File: src/rtl/wash_controller.sv
// Wash cycle sequencer: IDLE -> FILL -> WASH -> RINSE (-> WASH ...) -> SPIN -> IDLE.
// Latency: every output is registered. A phase change, with its state_time or wash_done pulse, appears in the cycle after the accepted edge.
// Backpressure: pause=1 holds the current phase and drops timer_finish. coin_in is ignored while busy.
//
// Ports:
//   clk, rst_n    clock (rising edge); asynchronous active-low reset
//   coin_in       start request, level-sampled in IDLE
//   double_wash   double-wash select, captured only when a cycle starts
//   pause         user pause; suspends phase advance and is forwarded to the timer
//   timer_finish  one-cycle pulse: the current phase has elapsed
//   state_time    one-cycle pulse: a new phase has started (restarts the timer)
//   double_time   latched double-wash flag for the timer
//   timer_pause   registered (pause & busy)
//   phase         current phase code
//   busy          phase != IDLE
//   wash_done     one-cycle pulse when SPIN completes
module wash_controller #(
  parameter int DBL_REPEAT = 1
) (
  input  logic       clk,
  input  logic       rst_n,
  input  logic       coin_in,
  input  logic       double_wash,
  input  logic       pause,
  input  logic       timer_finish,
  output logic       state_time,
  output logic       double_time,
  output logic       timer_pause,
  output logic [2:0] phase,
  output logic       busy,
  output logic       wash_done
);

  typedef enum logic [2:0] {
    IDLE  = 3'b000,
    FILL  = 3'b001,
    WASH  = 3'b010,
    RINSE = 3'b011,
    SPIN  = 3'b100
  } phase_t;

  localparam logic [3:0] REP_MAX = 4'(DBL_REPEAT);

  phase_t     state, state_nxt;
  logic [3:0] rep, rep_nxt;
  logic       state_time_nxt;
  logic       wash_done_nxt;
  logic       double_time_nxt;
  logic       timer_pause_nxt;
  logic       advance;

  // A timer_finish that arrives while paused is dropped, not replayed later.
  assign advance = timer_finish && !pause;

  assign phase = state;
  assign busy  = (state != IDLE);

  always_ff @(posedge clk or negedge rst_n) begin
    if (!rst_n) begin
      state       <= IDLE;
      rep         <= 4'd0;
      state_time  <= 1'b0;
      wash_done   <= 1'b0;
      double_time <= 1'b0;
      timer_pause <= 1'b0;
    end else begin
      state       <= state_nxt;
      rep         <= rep_nxt;
      state_time  <= state_time_nxt;
      wash_done   <= wash_done_nxt;
      double_time <= double_time_nxt;
      timer_pause <= timer_pause_nxt;
    end
  end

  always_comb begin
    state_nxt       = state;
    rep_nxt         = rep;
    state_time_nxt  = 1'b0;
    wash_done_nxt   = 1'b0;
    double_time_nxt = double_time;
    timer_pause_nxt = pause && busy;

    case (state)
      IDLE: begin
        // A timer_finish on the same edge as coin_in is ignored. Starting
        // only moves to FILL.
        if (coin_in) begin
          state_nxt       = FILL;
          state_time_nxt  = 1'b1;
          double_time_nxt = double_wash;
          rep_nxt         = 4'd0;
        end
      end
      FILL: begin
        if (advance) begin
          state_nxt      = WASH;
          state_time_nxt = 1'b1;
        end
      end
      WASH: begin
        if (advance) begin
          state_nxt      = RINSE;
          state_time_nxt = 1'b1;
        end
      end
      RINSE: begin
        if (advance) begin
          state_time_nxt = 1'b1;
          // rep only increments while below REP_MAX, so it saturates and
          // never wraps.
          if (double_time && (rep < REP_MAX)) begin
            state_nxt = WASH;
            rep_nxt   = rep + 4'd1;
          end else begin
            state_nxt = SPIN;
          end
        end
      end
      SPIN: begin
        if (advance) begin
          state_nxt       = IDLE;
          wash_done_nxt   = 1'b1;
          double_time_nxt = 1'b0;
        end
      end
      default: begin
        // Unused codes recover to IDLE with every pulse held low.
        state_nxt       = IDLE;
        double_time_nxt = 1'b0;
        rep_nxt         = 4'd0;
      end
    endcase
  end

endmodule

File: config.mk
export PLATFORM = sky130hd
export DESIGN_NAME = wash_controller
export DESIGN_NICKNAME = d
export VERILOG_FILES = /design/src/rtl/wash_controller.sv
export SDC_FILE = /design/constraint.sdc
export NUM_CORES = 1
export LEC_CHECK = 0
export ABC_AREA = 1
export ABC_CLOCK_PERIOD_IN_PS = 1200
export CAP_MARGIN = 20
export CORE_MARGIN = 8
export CORE_UTILIZATION = 40
export DETAILED_ROUTE_END_ITERATION = 12
export DONT_BUFFER_PORTS = 1
export PLACE_DENSITY_LB_ADDON = 0.25
export SETUP_SLACK_MARGIN = 0.4
export SLEW_MARGIN = 20
export SYNTH_ARGS = -nofsm -noshare
export SYNTH_HDL_FRONTEND = slang
export SYNTH_SLANG_ARGS = --single-unit
File: constraint.sdc
create_clock -name clk -period 1.2 [get_ports clk]
set_input_delay 0.06 -clock clk [delete_from_list [all_inputs] [get_ports clk]]
set_output_delay 0.06 -clock clk [all_outputs]
set_load 0.03 [all_outputs]
==> results of run 1 <==
==> logic make-up after synthesis <==
logic type | synth area share [%]
fa+ha+maj | 3.91
flops | 43.0
buf+inv | 8.79
simple gates | 38.9
compound gates | 5.47
==> registers in the layout, indices dropped and copies added, names as in the netlist <==
name,cells
state_time,1
timer_pause,1
double_time,1
rep,4
wash_done,1
phase,3
==> stage by stage <==
stage	hold slack (ns)	setup WS (ns)	cells	cell area [µm²]	utilization, %
after floorplan	-0.236	0.00762	84	654	-
after global placement	-0.235	0.0163	110	749	49.8
after detailed placement	-0.235	-0.0118	110	749	49.8
after CTS	0.0280	-0.00246	128	968	64.3
after global routing	0.0530	-0.0982	136	1070	70.9
final	0.0519	-0.0574	136	1070	70.9
==> how the worst min path moves through the flow <==
| stage | startpoint | end | depth (start not counted) |
|---|---|---|---|
| final | coin_in | state_time | 2 |
| after global routing | coin_in | state_time | 2 |
| after CTS | coin_in | state_time | 2 |
| after detailed placement | rst_n | timer_pause | 0 |
| after global placement | rst_n | state_time | 0 |
| after floorplan | rst_n | double_time | 0 |
==> power breakdown <==
group / internal, W / switching (W)
clock: 0.000128 / 0.000124
sequential: 0.000505 / 0.000208
combinational: 0.00100 / 0.00119
total: 0.00164 / 0.00152
==> routing by layer <==
metal / part of all wire [%] / GRT usage [%]
met5: 0 / 0
met4: 3.3 / 6.53
met3: 8.6 / 6.16
met2: 51 / 20.8
met1: 37 / 13.0
==> final cells by class <==
type                       count  share of cell area, %
clock buffer                   4                   2.46
inverter                      15                   6.21
multi-input combinational     58                   36.1
sequential                    11                   26.5
tap                           16                   1.87
timing repair buffer          32                   26.9
==> worst register-to-register path, cell delays in order (launching register included) <==
cell and delay (ns):
dfrtp_2 0.47, buf_4 0.16, nor2_4 0.11, nand2_1 0.07, nand2_2 0.08, inv_2 0.06
nand3_4 0.09, and2_4 0.13
==> placed cells by master (no fill, tap or decap), types with 4 or more instances in the layout <==
master / n
inv_1: 8
nand2_2: 5
dfrtp_1: 5
inv_2: 4
dlygate4sd3_1: 4
buf_4: 18
dfrtp_2: 6
buf_6: 10
nand2_1: 23
==> timing repair <==
item,4_1_cts,5_1_grt
pin swaps,10,10
cloned,0,0
buffers inserted,10,8
hold buffers,4,0
endpoints found under the hold margin,13,0
gates resized for setup,25,11
endpoints found under the setup margin,19,19
==> impl_metrics.csv, run 1 <==
group,metric,value,unit
run_status,status,"finished with violations",
run_status,violations,"setup timing",
worst_setup_path,reg2regPathDepth,7,
yosys,yosysMostFrequentCell,"nand2_1",
place,portBuffers,0,
floorplan,pin_count,14,
worst_setup_path,crit_start,"phase[2]",
worst_setup_path,critical_path_cell_count,7,
worst_setup_path,slowest_delay,0.47,ns
pwr,p_leak,0.539,nW
finish,drive_gt1_share,54.2,%
floorplan,dieWidth,56.0,µm
pwr,p_total,0.00316,W
place,dp_hpwl,1.09,mm
worst_setup_path,cp-end-kind,"flip-flop",
pwr,powerDensity,2960,mW/mm²
floorplan,rows,14,
worst_setup_path,slowest_stage,"dfrtp_2",
yosys,yosysWarnings,0,
clock_network,clockBufferDepth,2,
sta,hold_viol_final,0,
grt,grt_pass1_vias,739,
sta,clock_skew,0.0144,ns
grt,antenna_found_initial,0,
grt,grt_overflow,0,
worst_setup_path,r2r_slack,-0.06,ns
clock_network,path_clk_slew,0.08,ns
sta,setup_violations,5,
yosys,synth-seq-area-share,43.0,%
worst_setup_path,critPathKind,"flip-flop to flip-flop",
worst_setup_path,reg2reg_from,"phase[2]",
grt,grt_pass1_wl,3.27,mm
detailed_routing,dr.pass1.iters,4,
detailed_routing,drt_iter0_markers,27,
sta,fin_setup_tns,-0.205,ns
clock_network,cts_sinks,11,
detailed_routing,viasPerCell,5.24,
detailed_routing,drc_errors,0,
worst_setup_path,r2r_end,"rep[3]",
worst_setup_path,arrival,1.46,ns
sta,slew_viol_final,0,
finish,multi_input_area,385,µm²
yosys,synth_top_area_share,43.0,%
finish,nets,129,
sta,worstMarginPinSlew,0.510,ns
worst_setup_path,cp-endpoint,"rep[3]",
yosys,yosys-top-cells-area,"dfrtp_1 43%, nand2_1 16%, inv_1 7.0%",
sta,rsz0062_at_grt,"yes",
sta,setup_slack,-0.0574,ns
yosys,syn_avg_cell_area,7.63,µm²
detailed_routing,wl_per_cell,15.7,µm
sta,fin_crit_sh,105,%
yosys,syn_nets,92,
clock_network,tritoncts,"built",
grt,grtUsageTotal,12.7,%
yosys,async_flop_share,100,%
yosys,synth_edf_count,0,
detailed_routing,ant_nets,0,
yosys,synth_common_cells,"27 x nand2_1, 12 x inv_1, 11 x dfrtp_1",
worst_setup_path,crit_buf_inv,2,
grt,grt_max_degree,12,
worst_setup_path,cp.required,1.40,ns
clock_network,htreeDepth,1,
worst_setup_path,crit_fanout,6,
yosys,syn_area,641,µm²
clock_network,cts_inserted_buffers,3,
sta,relSlewSlack,65.9,%
finish,area_delta_synth_final,66.8,%
floorplan,die_h,56.0,µm
yosys,synth_top_flop_cell,"dfrtp_1",
finish,fill_cells,105,
worst_setup_path,critPathTopFamily,"simple AND/OR/NAND/NOR gates",
floorplan,coreArea,0.00151,mm²
pwr,ir_drop,1930,µV
worst_hold_path,worst_hold_path_type,"input pin to flip-flop",
yosys,ys_ff_latch,11,
worst_setup_path,start_kind,"flip-flop",
yosys,syn_inst,84,
finish,seqCellArea,283,µm²
finish,diodes,0,
yosys,yosys.area.top_type,"dfrtp_1",
detailed_routing,routed_wl,2.13,mm
sta,max_freq,0.795,GHz
place,place_congestion,0.855,
detailed_routing,num_vias,713,
floorplan,dieArea,0.00314,mm²
run,maxCapViolCount,0,
clock_network,cts-root-buf,"clkbuf_4",
yosys,synth_cell_types,19,
clock_network,clock_latency,0.27,ns
worst_setup_path,path_cells,"buf_4 -> nor2_4 -> nand2_1 -> nand2_2 -> inv_2 -> nand3_4 -> and2_4",
floorplan,start_util,42.5,%
sta,min_period,1.26,ns
No activity file was read; power rests on OpenSTA's default activity.
==> run 2: changes to the inputs <==
--- a/config.mk
+++ b/config.mk
@@ -8,11 +8,11 @@
 export ABC_AREA = 1
 export ABC_CLOCK_PERIOD_IN_PS = 1200
 export CAP_MARGIN = 20
-export CORE_MARGIN = 8
-export CORE_UTILIZATION = 40
+export CORE_AREA = 8 8 45 47
 export DETAILED_ROUTE_END_ITERATION = 12
+export DIE_AREA = 0 0 53 55
 export DONT_BUFFER_PORTS = 1
-export PLACE_DENSITY_LB_ADDON = 0.25
+export PLACE_DENSITY = 0.64
 export SETUP_SLACK_MARGIN = 0.4
 export SLEW_MARGIN = 20
 export SYNTH_ARGS = -nofsm -noshare
==> impl_metrics.csv, run 2 (synthesis gave the netlist of run 1 again) <==
group,metric,value,unit
detailed_routing,num_vias,685,
grt,grt_overflow,0,
grt,grtUsageTotal,16.0,%
place,dp_hpwl,1.17,mm
worst_setup_path,r2r_slack,-0.07,ns
worst_setup_path,critPathKind,"flip-flop to flip-flop",
run_status,status,"finished with violations",
detailed_routing,routed_wl,2.15,mm
detailed_routing,drc_errors,0,
sta,fin_crit_sh,106,%
sta,setup_violations,8,
worst_hold_path,worst_hold_path_type,"input pin to flip-flop",
clock_network,cts_sinks,11,
finish,largest_reg_flops,4,
sta,min_period,1.27,ns
worst_setup_path,cp-end-kind,"flip-flop",
floorplan,pin_count,14,
grt,antenna_found_initial,0,
worst_setup_path,r2r_end,"rep[3]",
sta,slew_viol_final,0,
clock_network,path_clk_slew,0.08,ns
clock_network,clockBufferDepth,2,
floorplan,rows,14,
sta,setup_slack,-0.0695,ns
finish,nets,122,
worst_setup_path,start_kind,"flip-flop",
clock_network,cts-root-buf,"clkbuf_4",
finish,final_common_cell,"nand2_1",
grt,grt_pass1_wl,3.40,mm
sta,fin_setup_tns,-0.315,ns
finish,top_register,"rep",
floorplan,dieArea,0.00292,mm²
worst_hold_path,worst_hold_startpoint,"coin_in",
detailed_routing,met3_length,66,µm
worst_hold_path,whs_endpoint,"state_time",
sta,hold_viol_final,0,
worst_setup_path,arrival,1.44,ns
sta,rsz0062_at_grt,"yes",
place,place_congestion,0.806,
clock_network,tritoncts,"built",
clock_network,cts_inserted_buffers,3,
clock_network,htreeDepth,1,
finish,area_delta_synth_final,61.7,%
finish,diodes,0,
floorplan,coreArea,0.00138,mm²
floorplan,dieWidth,53,µm
pwr,ir_drop,2120,µV
detailed_routing,ant_nets,0,
sta,holdWs,0.0312,ns
run_status,violations,"setup timing",
detailed_routing,drt_iter0_markers,18,
detailed_routing,top_layer,"met4",
finish,drive_gt1_share,54.9,%
grt,grt_max_degree,12,
pwr,powerDensity,2960,mW/mm²
finish,layout_common_cells,"22 x nand2_1, 11 x buf_6, 10 x buf_4",
floorplan,die_h,55,µm
sta,max_freq,0.788,GHz
detailed_routing,wl_met2,1.20,mm
grt,grt_pass1_vias,724,
clock_network,clock_latency,0.28,ns
run,maxCapViolCount,0,
worst_setup_path,reg2regPathDepth,6,
detailed_routing,wl_per_cell,16.6,µm
worst_setup_path,crit_fanout,8,
detailed_routing,viasPerCell,5.31,
worst_setup_path,reg2reg_from,"phase[2]",
floorplan,start_util,46.3,%
sta,relSlewSlack,64.5,%
worst_hold_path,min_path_cells,2,
detailed_routing,drt-met1-wl,828,µm
worst_setup_path,cp.required,1.37,ns
sta,clock_skew,0.00734,ns
place,portBuffers,0,
sta,worstMarginPinSlew,0.531,ns
pwr,p_leak,0.516,nW
detailed_routing,dr.pass1.iters,4,
-- run 2: worst max path at each step --
stage                   to      from
global placement    rep[3]    rep[0]
CTS                 rep[3]    rep[0]
floorplan           rep[3]    rep[0]
detailed placement  rep[3]    rep[0]
global route        rep[0]  phase[2]
finish              rep[3]  phase[2]
-- run 2: critical path, stage by stage (launching register included) --
cell	delay, ns
dfrtp_2	0.51
inv_4	0.10
nand2_2	0.11
nand2_1	0.09
nand2_2	0.11
nand3_4	0.10
and2_4	0.14
-- run 2: metrics by stage --
stage | setup slack, ns | instances | util (%) | power [W] | area (µm²)
after floorplan | 0.00762 | 84 | - | 0.00161 | 654
after global placement | 0.0109 | 112 | 55.2 | 0.00202 | 764
after detailed placement | -0.0601 | 112 | 55.2 | 0.00205 | 764
after CTS | -0.00870 | 125 | 67.9 | 0.00267 | 940
after global routing | -0.108 | 129 | 74.9 | 0.00324 | 1040
final | -0.0695 | 129 | 74.9 | 0.00307 | 1040
-- run 2: area by class of cell --
class	instances	area, µm²
multi-input combinational	58	403
fill	87	348
sequential	11	283
timing repair buffer	25	239
inverter	15	63.8
clock buffer	3	22.5
tap	16	20.0
clock inverter	1	5.00
-- run 2: report_power, final --
group	internal, W	switching, W
Sequential	0.000505	0.000233
Clock	0.000124	0.000138
Combinational	0.000906	0.00116
Total	0.00153	0.00153
-- run 2: per-layer routing --
layer	vias to the layer above	track usage (%)
met4	0	8.19
met3	9	2.41
met2	21	30.1
met5	-	0
met1	331	16.9
li1	324	-
-- run 2: timing repair --
action,4_1_cts,5_1_grt
setup endpoints to repair,19,19
cloned,0,0
hold buffers,4,0
pin swaps,7,4
setup buffers,5,4
gates resized for setup,22,18
hold endpoints to repair,13,0
==> run 3: changes to the inputs <==
--- a/config.mk
+++ b/config.mk
@@ -8,10 +8,11 @@
 export ABC_AREA = 1
 export ABC_CLOCK_PERIOD_IN_PS = 1200
 export CAP_MARGIN = 20
-export CORE_AREA = 8 8 45 47
+export CORE_AREA = 5 5 42 44
 export DETAILED_ROUTE_END_ITERATION = 12
-export DIE_AREA = 0 0 53 55
+export DIE_AREA = 0 0 47 49
 export DONT_BUFFER_PORTS = 1
+export HOLD_SLACK_MARGIN = 0.1
 export PLACE_DENSITY = 0.64
 export SETUP_SLACK_MARGIN = 0.4
 export SLEW_MARGIN = 20
==> impl_metrics.csv, run 3 (synthesis gave the netlist of run 1 again) <==
group,metric,value,unit
floorplan,rows,14,
sta,rsz0062_at_grt,"yes",
run_status,violations,"setup timing",
run_status,status,"finished with violations",
sta,setup_slack,-0.0849,ns
detailed_routing,viasPerCell,5.26,
detailed_routing,routed_wl,2.25,mm
worst_setup_path,critical_path_cell_count,7,
finish,drive_gt1_share,57.3,%
worst_setup_path,slowest_delay,0.48,ns
pwr,p_leak,0.542,nW
clock_network,path_clk_slew,0.07,ns
run,maxCapViolCount,0,
worst_setup_path,cp.required,1.41,ns
clock_network,htreeDepth,1,
sta,slew_viol_final,0,
floorplan,die_h,49,µm
worst_setup_path,crit_fanout,7,
clock_network,cts-root-buf,"clkbuf_4",
finish,layout_common_cells,"21 x nand2_1, 15 x buf_6, 10 x buf_4",
clock_network,cts_sinks,11,
place,placedCellCount,110,
floorplan,dieArea,0.00230,mm²
detailed_routing,ant_nets,0,
worst_setup_path,cp-end-kind,"flip-flop",
floorplan,start_util,45.7,%
place,place_congestion,0.772,
place,portBuffers,0,
detailed_routing,wl_per_cell,16.9,µm
place,dp_hpwl,1.21,mm
sta,relSlewSlack,67.3,%
worst_hold_path,worst_hold_path_type,"input pin to asynchronous set/reset pin",
worst_setup_path,slowest_stage,"dfrtp_2",
finish,largest_reg_flops,4,
worst_setup_path,path_cells,"buf_4 -> nor2_2 -> nand2_1 -> nand2_2 -> inv_2 -> nand3_4 -> and2_4",
finish,nets,126,
grt,grt_pass1_vias,692,
floorplan,coreArea,0.00140,mm²
pwr,ir_drop,1850,µV
grt,grt_overflow,0,
finish,diodes,0,
grt,grt_max_degree,12,
finish,top_register,"rep",
sta,max_freq,0.778,GHz
finish,area_delta_synth_final,72.1,%
finish,fin_area,0.00110,mm²
sta,min_period,1.28,ns
sta,setup_violations,7,
detailed_routing,num_vias,700,
clock_network,clockBufferDepth,2,
floorplan,dieWidth,47,µm
clock_network,clock_latency,0.27,ns
worst_setup_path,critPathKind,"flip-flop to flip-flop",
finish,final_common_cell,"nand2_1",
worst_setup_path,reg2regPathDepth,7,
worst_setup_path,crit_buf_inv,2,
detailed_routing,drc_errors,0,
sta,worstMarginPinSlew,0.489,ns
grt,grt_pass1_wl,3.09,mm
grt,grtUsageTotal,18.5,%
sta,fin_crit_sh,107,%
grt,antenna_found_initial,0,
worst_setup_path,start_kind,"flip-flop",
finish,fill_cells,85,
floorplan,pin_count,14,
finish,layout.cells.non_filler,133,
place,post-place-ws,-0.0474,ns
detailed_routing,dr.pass1.iters,6,
clock_network,cts_inserted_buffers,3,
clock_network,tritoncts,"built",
pwr,powerDensity,3050,mW/mm²
place,placed_area,749,µm²
worst_setup_path,arrival,1.49,ns
detailed_routing,drt_iter0_markers,18,
sta,hold_viol_final,0,
sta,clock_skew,0.00646,ns
worst_setup_path,critPathTopFamily,"simple AND/OR/NAND/NOR gates",
-- run 3: changes by cell type in the layout (fill, tap and decap cells not counted) --
cell	change
buf_6	+4
nand2_1	-1
inv_6	+1
ha_1	+1
clkbuf_1	+1
inv_4	-1
nand3_4	+2
ha_4	-1
nand2_4	+1
nand3_1	-2
clkinv_2	-1
-- run 3: metrics by stage --
step                      utilization, %  TNS [ns]  hold WS (ns)  total power [W]
after floorplan                        -         0        -0.236          0.00161
after global placement              53.5         0        -0.235          0.00199
after detailed placement            53.5    -0.144        -0.235          0.00203
after CTS                           69.4    -0.143        0.0955          0.00281
after global routing                78.7    -0.912         0.201          0.00356
final                               78.7    -0.389         0.188          0.00336
-- run 3: area by class of cell --
class | instances | area, µm² | area share (%)
clock buffers | 4 | 26.3 | 2.38
multi-input cells | 58 | 423 | 38.4
inverters | 15 | 66.3 | 6.02
well taps | 16 | 20.0 | 1.82
flip-flops and latches | 11 | 283 | 25.7
repair buffers | 29 | 284 | 25.8
-- run 3: worst paths after layout --
path / startpoint / end / slack [ns]
max: phase[2] / rep[3] / -0.08
min: rst_n / double_time / 0.19
max reg2reg: phase[2] / rep[3] / -0.08
min reg2reg: rep[3] / rep[3] / 0.51
max in group asynchronous: rst_n / phase[0] / 0.65
min in group clk: timer_finish / wash_done / 0.20
-- run 3: timing repair --
action / 4_1_cts / 5_1_grt
hold buffers: 4 / 0
setup buffers: 10 / 5
setup endpoints to repair: 19 / 19
pin swaps: 8 / 7
cloned: 0 / 0
gates resized for setup: 24 / 25
hold endpoints to repair: 15 / 0
-- run 3: where the power goes --
group | internal (W) | total, W | switching (W)
clock | 0.000128 | 0.000251 | 0.000123
combinational | 0.00107 | 0.00240 | 0.00133
sequential | 0.000505 | 0.000718 | 0.000212
-- run 3: worst register-to-register path, cell delays in order (launching register included) --
cell,delay [ns]
dfrtp_2,0.48
buf_4,0.16
nor2_2,0.11
nand2_1,0.09
nand2_2,0.09
inv_2,0.06
nand3_4,0.09
and2_4,0.13
-- run 3: metal layers --
layer / GRT usage (%) / vias up / part of all wire, %
met1: 21.7 / 313 / 36
met3: 4.80 / 16 / 6.9
met4: 9.68 / 0 / 5.5
met5: 0 / - / 0
met2: 29.4 / 42 / 52
li1: - / 329 / -
